### config.mk
export PLATFORM = sky130hd
export DESIGN_NAME = seq_unsigned_divider
export DESIGN_NICKNAME = d
export VERILOG_FILES = /design/src/rtl/div_pkg.sv /design/src/rtl/seq_unsigned_divider_step.sv /design/src/rtl/seq_unsigned_divider.sv
export SDC_FILE = /design/constraint.sdc
export NUM_CORES = 1
export LEC_CHECK = 0
export CAP_MARGIN = 10
export CORE_MARGIN = 2
export CORE_UTILIZATION = 25
export CTS_BUF_LIST = sky130_fd_sc_hd__clkbuf_8
export DETAILED_ROUTE_END_ITERATION = 12
export GPL_TIMING_DRIVEN = 0
export PLACE_DENSITY = 0.42
export SLEW_MARGIN = 20
export SYNTH_ARGS = -nofsm -noshare
export SYNTH_HDL_FRONTEND = slang
export SYNTH_SLANG_ARGS = --single-unit
### constraint.sdc
create_clock -name clk -period 2.95 [get_ports clk]
set_input_delay 0.295 -clock clk [delete_from_list [all_inputs] [get_ports clk]]
set_output_delay 0.295 -clock clk [all_outputs]
set_load 0.02 [all_outputs]
### src/rtl/div_pkg.sv
// Shared types and sizing helpers for the sequential restoring divider.
package div_pkg;

    typedef enum logic [1:0] {
        IDLE = 2'd0,
        CALC = 2'd1,
        DONE = 2'd2
    } div_state_e;

    // Number of CALC cycles per division.
    function automatic int unsigned num_cycles(input int unsigned width, input int unsigned steps);
        return width / steps;
    endfunction

    function automatic int unsigned cnt_width(input int unsigned n);
        return $clog2(n + 1);
    endfunction

endpackage

### src/rtl/seq_unsigned_divider_step.sv
// One combinational restoring-division step on the {rem, dq} pair.
module div_restoring_step #(
    parameter int unsigned WIDTH = 8
) (
    input  logic [WIDTH-1:0] rem,
    input  logic [WIDTH-1:0] dq,
    input  logic [WIDTH-1:0] divisor,
    output logic [WIDTH-1:0] rem_next,
    output logic [WIDTH-1:0] dq_next
);

    logic [WIDTH:0] shifted;
    logic [WIDTH:0] diff;
    logic           borrow;

    // rem < divisor on entry, so a kept difference always fits in WIDTH bits.
    always_comb begin
        shifted  = {rem, dq[WIDTH-1]};
        diff     = shifted - {1'b0, divisor};
        borrow   = diff[WIDTH];
        rem_next = borrow ? shifted[WIDTH-1:0] : diff[WIDTH-1:0];
        dq_next  = {dq[WIDTH-2:0], ~borrow};
    end

endmodule

### src/rtl/seq_unsigned_divider.sv
// Multi-cycle unsigned restoring divider with start/done handshake and divide-by-zero flag.
module seq_unsigned_divider
    import div_pkg::*;
#(
    parameter int unsigned WIDTH           = 8,
    parameter int unsigned STEPS_PER_CYCLE = 1
) (
    input  logic             clk,
    input  logic             rst_n,
    input  logic             start_i,
    input  logic [WIDTH-1:0] dividend_i,
    input  logic [WIDTH-1:0] divisor_i,
    output logic             busy_o,
    output logic             done_o,
    output logic [WIDTH-1:0] quotient_o,
    output logic [WIDTH-1:0] remainder_o,
    output logic             div_by_zero_o
);

    localparam int unsigned N  = num_cycles(WIDTH, STEPS_PER_CYCLE);
    localparam int unsigned CW = cnt_width(N);

    if (!(WIDTH >= 2 && WIDTH <= 32 &&
          (STEPS_PER_CYCLE == 1 || STEPS_PER_CYCLE == 2 || STEPS_PER_CYCLE == 4) &&
          (WIDTH % STEPS_PER_CYCLE) == 0)) begin : g_bad_params
        $error("seq_unsigned_divider: illegal WIDTH/STEPS_PER_CYCLE combination");
    end

    div_state_e       state;
    logic [CW-1:0]    cnt;
    logic [WIDTH-1:0] rem_q;
    logic [WIDTH-1:0] dq_q;
    logic [WIDTH-1:0] dvs_q;
    logic             dbz_q;

    logic [WIDTH-1:0] rem_chain [0:STEPS_PER_CYCLE];
    logic [WIDTH-1:0] dq_chain  [0:STEPS_PER_CYCLE];

    assign rem_chain[0] = rem_q;
    assign dq_chain[0]  = dq_q;

    // Unrolled restoring steps retired in a single clock.
    for (genvar i = 0; i < STEPS_PER_CYCLE; i++) begin : g_step
        div_restoring_step #(.WIDTH(WIDTH)) u_step (
            .rem      (rem_chain[i]),
            .dq       (dq_chain[i]),
            .divisor  (dvs_q),
            .rem_next (rem_chain[i+1]),
            .dq_next  (dq_chain[i+1])
        );
    end

    // A zero divisor spends one CALC cycle so its latency is one cycle past the accept edge.
    always_ff @(posedge clk or negedge rst_n) begin
        if (!rst_n) begin
            state         <= IDLE;
            cnt           <= '0;
            rem_q         <= '0;
            dq_q          <= '0;
            dvs_q         <= '0;
            dbz_q         <= 1'b0;
            busy_o        <= 1'b0;
            done_o        <= 1'b0;
            quotient_o    <= '0;
            remainder_o   <= '0;
            div_by_zero_o <= 1'b0;
        end else begin
            done_o <= 1'b0;
            case (state)
                IDLE, DONE: begin
                    if (start_i) begin
                        dvs_q  <= divisor_i;
                        dq_q   <= dividend_i;
                        rem_q  <= '0;
                        busy_o <= 1'b1;
                        state  <= CALC;
                        if (divisor_i == '0) begin
                            cnt   <= CW'(1);
                            dbz_q <= 1'b1;
                        end else begin
                            cnt   <= CW'(N);
                            dbz_q <= 1'b0;
                        end
                    end else begin
                        busy_o <= 1'b0;
                        state  <= IDLE;
                    end
                end
                CALC: begin
                    rem_q <= rem_chain[STEPS_PER_CYCLE];
                    dq_q  <= dq_chain[STEPS_PER_CYCLE];
                    cnt   <= cnt - CW'(1);
                    if (cnt == CW'(1)) begin
                        state  <= DONE;
                        busy_o <= 1'b0;
                        done_o <= 1'b1;
                        if (dbz_q) begin
                            quotient_o    <= '1;
                            remainder_o   <= dq_q;
                            div_by_zero_o <= 1'b1;
                        end else begin
                            quotient_o    <= dq_chain[STEPS_PER_CYCLE];
                            remainder_o   <= rem_chain[STEPS_PER_CYCLE];
                            div_by_zero_o <= 1'b0;
                        end
                    end
                end
                default: begin
                    state  <= IDLE;
                    busy_o <= 1'b0;
                end
            endcase
        end
    end

endmodule

### Yosys cells after proc, flatten, opt, wreduce, memory -nomap -nowiden

Cells that the tools add are included.

* output and inout port bits: 19
* word-level logic and storage cells: 46
* ROM bits: 0
* input bits: 19
* memories kept: 0
* memory bits (writable): 0
* register bits: 50
* latch bits: 0

* multiply operators: 0
* order comparisons: 0
* muxes and demuxes: 20
* shifts and indexed selects: 0
* add/sub/neg operators: 2
* reductions and logical operators: 7
* equality and inequality tests: 5
* bitwise operators: 1
* div/mod/pow operators: 0

Operators with widths (count)
* $mux W8: 5
* $pmux W8 S2: 2
* $sub A9 B8 Y9: 1
* $logic_not A8 Y1: 1
* $mux W4: 2
* $pmux W4 S2: 1
* $mux W1: 7
* $reduce_and A2 Y1: 3
* $eq A4 B1 Y1 const B: 1
* $ne A2 B2 Y1 const B: 2
* $pmux W2 S2: 1
* $sub A4 B1 Y4 const B: 1
* $eq A2 B1 Y1 const B: 1
* $eq A2 B2 Y1 const B: 1
* $logic_not A2 Y1: 1
* $mux W2: 1
* $pmux W1 S2: 1
* $reduce_bool A2 Y1: 1
* $reduce_or A2 Y1: 1
* $not A1 Y1: 1

### Logic depth before layout (Yosys ltp)

* depth after elaboration: 4
* mapped depth: 10
* depth with buffers taken out: 9

### Modules after synthesis

Synthesis repeated with hierarchy kept, for this count alone.

* cell total of the unflattened synthesis: 266
* area total of the unflattened synthesis: 2615.0 um^2

Modules (own cells, without submodules)
* seq_unsigned_divider: sequential area each 1226.2 um^2, instances 1, area each 2077.0 um^2, cells each 201
* div_restoring_step: sequential area each 0.0 um^2, instances 1, area each 538.0 um^2, cells each 65

### Worst setup path before layout

Ideal clock, no wire load.

* path type: reg2reg
* start: reg dq_q[7]
* end: reg remainder_o[7]
* slack: 0.563 ns
* clock period less this slack: 2.387 ns
* arrival: 2.255 ns
* stages on the path, launching flop included: 11
* setup time: 0.132 ns
* buffers on the path: 1
* cell sequence: dfrtp_1 > inv_1 > ha_1 > inv_1 > fa_1 > a211oi_2 > o211ai_1 > a221o_1 > buf_6 > a311oi_2 > o31ai_1

* longest elaborated chain between the ends: 3

RTL lines
* start, declared: RTL line seq_unsigned_divider.sv:32 `logic [WIDTH-1:0] dq_q;`
* start signal, assigned: RTL line seq_unsigned_divider.sv:73 `dq_q <= dividend_i;`
* start signal, assigned: RTL line seq_unsigned_divider.sv:91 `dq_q <= dq_chain[STEPS_PER_CYCLE];`
* $sub A9 B8 Y9: RTL line seq_unsigned_divider_step.sv:19 `diff = shifted - {1'b0, divisor};`
* $mux W8: RTL line seq_unsigned_divider_step.sv:21 `rem_next = borrow ? shifted[WIDTH-1:0] : diff[WIDTH-1:0];`
* $mux W8 *: RTL line seq_unsigned_divider.sv:97 `if (dbz_q) begin`
* end signal, assigned: RTL line seq_unsigned_divider.sv:99 `remainder_o <= dq_q;`
* end signal, assigned: RTL line seq_unsigned_divider.sv:103 `remainder_o <= rem_chain[STEPS_PER_CYCLE];`
* end, declared: RTL line seq_unsigned_divider.sv:16 `output logic [WIDTH-1:0] remainder_o,`

Every way passes the cells marked *; elsewhere a longest branch is shown, timed or not.
A chain may end at the register's enable or synchronous reset.

### Final worst setup path

* start: reg dq_q[7]
* end: reg rem_q[1]

* longest elaborated chain between the ends: 3

RTL lines
* $sub A9 B8 Y9: RTL line seq_unsigned_divider_step.sv:19
* $mux W8: RTL line seq_unsigned_divider_step.sv:21
* $pmux W8 S2: RTL line seq_unsigned_divider.sv:69 `case (state)`
* end signal, assigned: RTL line seq_unsigned_divider.sv:90 `rem_q <= rem_chain[STEPS_PER_CYCLE];`
* end, declared: RTL line seq_unsigned_divider.sv:31 `logic [WIDTH-1:0] rem_q;`

Every way passes these cells.

==> out/metrics.yaml <==
ir_drop_mv: 0.3205
gr-total-overflow: 0
cts_tree: "yes"
fp-row-count: 36
synthMostInstantiatedCell: "nand2_1"
drc: 0
synth_common_cells: "nand2_1 (55), dfrtp_1 (50), o21ai_0 (34)"
n_antenna_cell: 0
ys_ff_latch: 50
wl_per_cell_um: 15.05
die_w_um: 104.9
cts_setup_buffers: 0
status: "complete, no violations"
async_flop_share_pct: 100.0
cts_resized: 0
cpPeakStageDelay_ns: 0.42
clk_latency_ns: 0.32
timing.rr.end: "rem_q[1]"
fin_tns_setup_ns: 0
syn_to_final_growth_pct: 24.84
yosys.area.top_type: "dfrtp_1"
relSlewSlack_pct: 54.97
worst_pin_slew_ns: 0.6755
synth-edff-count: 0
worstPathArrival_ns: 2.94
hold_violations: 0
slew_viol_final: 0
io_buffer_count: 37
synth_cells: 277
fin_skew_ns: 0.01696
viasPerCell: 4.585
min_path_type: "in -> async"
dpl.hpwl_mm: 4.970
start_util_pct: 25.90
h-tree-depth: 2
worst-path-max-fanout: 10
cts_sinks: 50
track_usage_pct: 13.09
finalSetupViolCount: 0
crit_slowest_cell: "fa_1"
placed_area_mm2: 0.003078
crit_path_start_kind: "register"
grt_max_degree: 51
stdcell_area_mm2: 0.003176
antenna_found_initial: 0
yosys_most_used_dff: "dfrtp_1"
crit_type: "reg -> reg"
worstRegToRegCells: 10
cp.buffers_inverters: 3
cts_buffers: 5
syn_area_per_cell_um2: 9.183
grt_setup_unrepaired: "false"
cts-root-buf: "clkbuf_8"
fmax_ghz: 0.3621
drtPass1Iterations: 4
num_vias: 2086
setup_ws_ns: 0.1881
synth_seq_area_share_pct: 49.19
p_leak_nw: 1.427
period_share_pct: 93.62
cp_data_required_time_ns: 3.12
crit_family: "compound AO/OA/AOI/OAI gates"
routed_wl_mm: 6.847
post-route-min-period_ns: 2.762
cp.depth: 10
synth_top_area_share_pct: 49.19
powerDensity_mw_per_mm2: 1260
grt_pass1_wl_mm: 11.37
crit_chain: "inv_1 -> ha_1 -> inv_1 -> fa_1 -> a211oi_2 -> o211ai_1 -> a221o_1 -> buf_6 -> mux2i_1 -> o21ai_0"
die_h_um: 104.9
clockBufferDepth: 2
drive_gt1_share_pct: 5.280
endpoint_kind: "register"
cpMostUsedCell: "inv_1"
dp_slack_ns: 0.2038
ant_nets: 0
grt_pass1_vias: 2133
whs_ns: 0.003006
finish.net_count: 351
dieArea_mm2: 0.01100
syn_nets: 307
core_area_mm2: 0.009819
yosys-top-cells-area: "dfrtp_1 (49%), nand2_1 (8.1%), o21ai_0 (6.7%), ha_1 (4.9%), a21oi_1 (2.6%)"
hold_buffers: 0
drv_cap: 0
io_pins: 38
first_iter_violations: 84
r2r_start: "dq_q[7]"
gp_congestion: 0.7613
synth_area_mm2: 0.002544
clk_pin_slew_ns: 0.12
ys_warn_count: 0
synth_cell_types: 43
r2r_slack_ns: 0.19
==> placed cells by master (no fill, tap or decap), drive strengths merged, types with 2 or more instances in the layout <==
| cell type | synthesis | layout |
|---|---|---|
| ha | 10 | 10 |
| nor2 | 16 | 16 |
| nand2b | 4 | 4 |
| or2 | 2 | 2 |
| or4 | 2 | 2 |
| xor2 | 5 | 5 |
| and3 | 9 | 9 |
| o31ai | 2 | 2 |
| clkdlybuf4s50 | 0 | 36 |
| o211ai | 3 | 3 |
| dfrtp | 50 | 50 |
| o21a | 2 | 2 |
| a31oi | 6 | 6 |
| nor2b | 4 | 4 |
| buf | 2 | 3 |
| clkbuf | 11 | 16 |
| o21ai | 36 | 36 |
| clkinv | 0 | 2 |
| inv | 16 | 17 |
| nand2 | 55 | 55 |
| a21oi | 13 | 13 |
| a22oi | 2 | 2 |
| nor3b | 2 | 2 |
| mux2i | 6 | 6 |
| a211oi | 2 | 2 |
==> layer usage <==
layer  global-route usage [%]  up-vias  part of all wire [%]
met3                    2.308       11                   2.7
li1                         -     1040                     -
met5                        0        -                     0
met1                    18.42     1002                    50
met4                    4.190        0                   2.0
met2                    20.36       33                    46
==> kinds of logic (layout without fill, tap and decap cells) <==
kind of cell    after synthesis  in the layout  synth area share, %
compound gates               77             77                18.59
simple gates                 97             97                17.02
buf+inv                      29             74                4.624
fa+ha+maj                    11             11                5.706
flops                        50             50                49.19
xor+xnor                      6              6                2.066
mux                           7              7                2.804
==> stage by stage <==
| step | util, % | power [mW] | instances |
|---|---|---|---|
| after floorplan | - | 2.830 | 277 |
| after global placement | 31.37 | 3.570 | 447 |
| after detailed placement | 31.35 | 3.596 | 447 |
| after CTS | 32.34 | 4.058 | 455 |
| after global routing | 32.34 | 4.374 | 455 |
| final | 32.34 | 4.002 | 455 |
==> worst max path at each step <==
| stage | end | from |
|---|---|---|
| floorplan | remainder_o[7] | dq_q[7] |
| global placement | quotient_o[7] | rst_n |
| detailed placement | rem_q[1] | dq_q[7] |
| CTS | rem_q[1] | dq_q[7] |
| global route | remainder_o[3] | dq_q[7] |
| finish | rem_q[1] | dq_q[7] |
==> power breakdown <==
part / leakage, nW / switching [mW] / internal [mW] / total [mW]
combinational: 0.766 / 1.33 / 0.998 / 2.33
sequential: 0.611 / 0.217 / 1.01 / 1.22
clock: 0.0502 / 0.268 / 0.177 / 0.445
total: 1.43 / 1.82 / 2.18 / 4.00
==> state kept, by name, indices dropped and copies added, names as in the netlist <==
register       cells
remainder_o        8
busy_o             1
rem_q              8
quotient_o         8
done_o             1
state              2
cnt                4
dvs_q              8
div_by_zero_o      1
dbz_q              1
dq_q               8
==> area by class of cell <==
type	instances	area, µm²
inverters	16	60.06
repair buffers	37	367.9
multi-input cells	198	1175
clock inverters	3	28.78
plain buffers	13	57.56
flip-flops and latches	50	1251
clock buffers	5	68.82
well taps	133	166.4
fillers	1070	6644
Note: power is estimated with default switching activity, not from simulation.
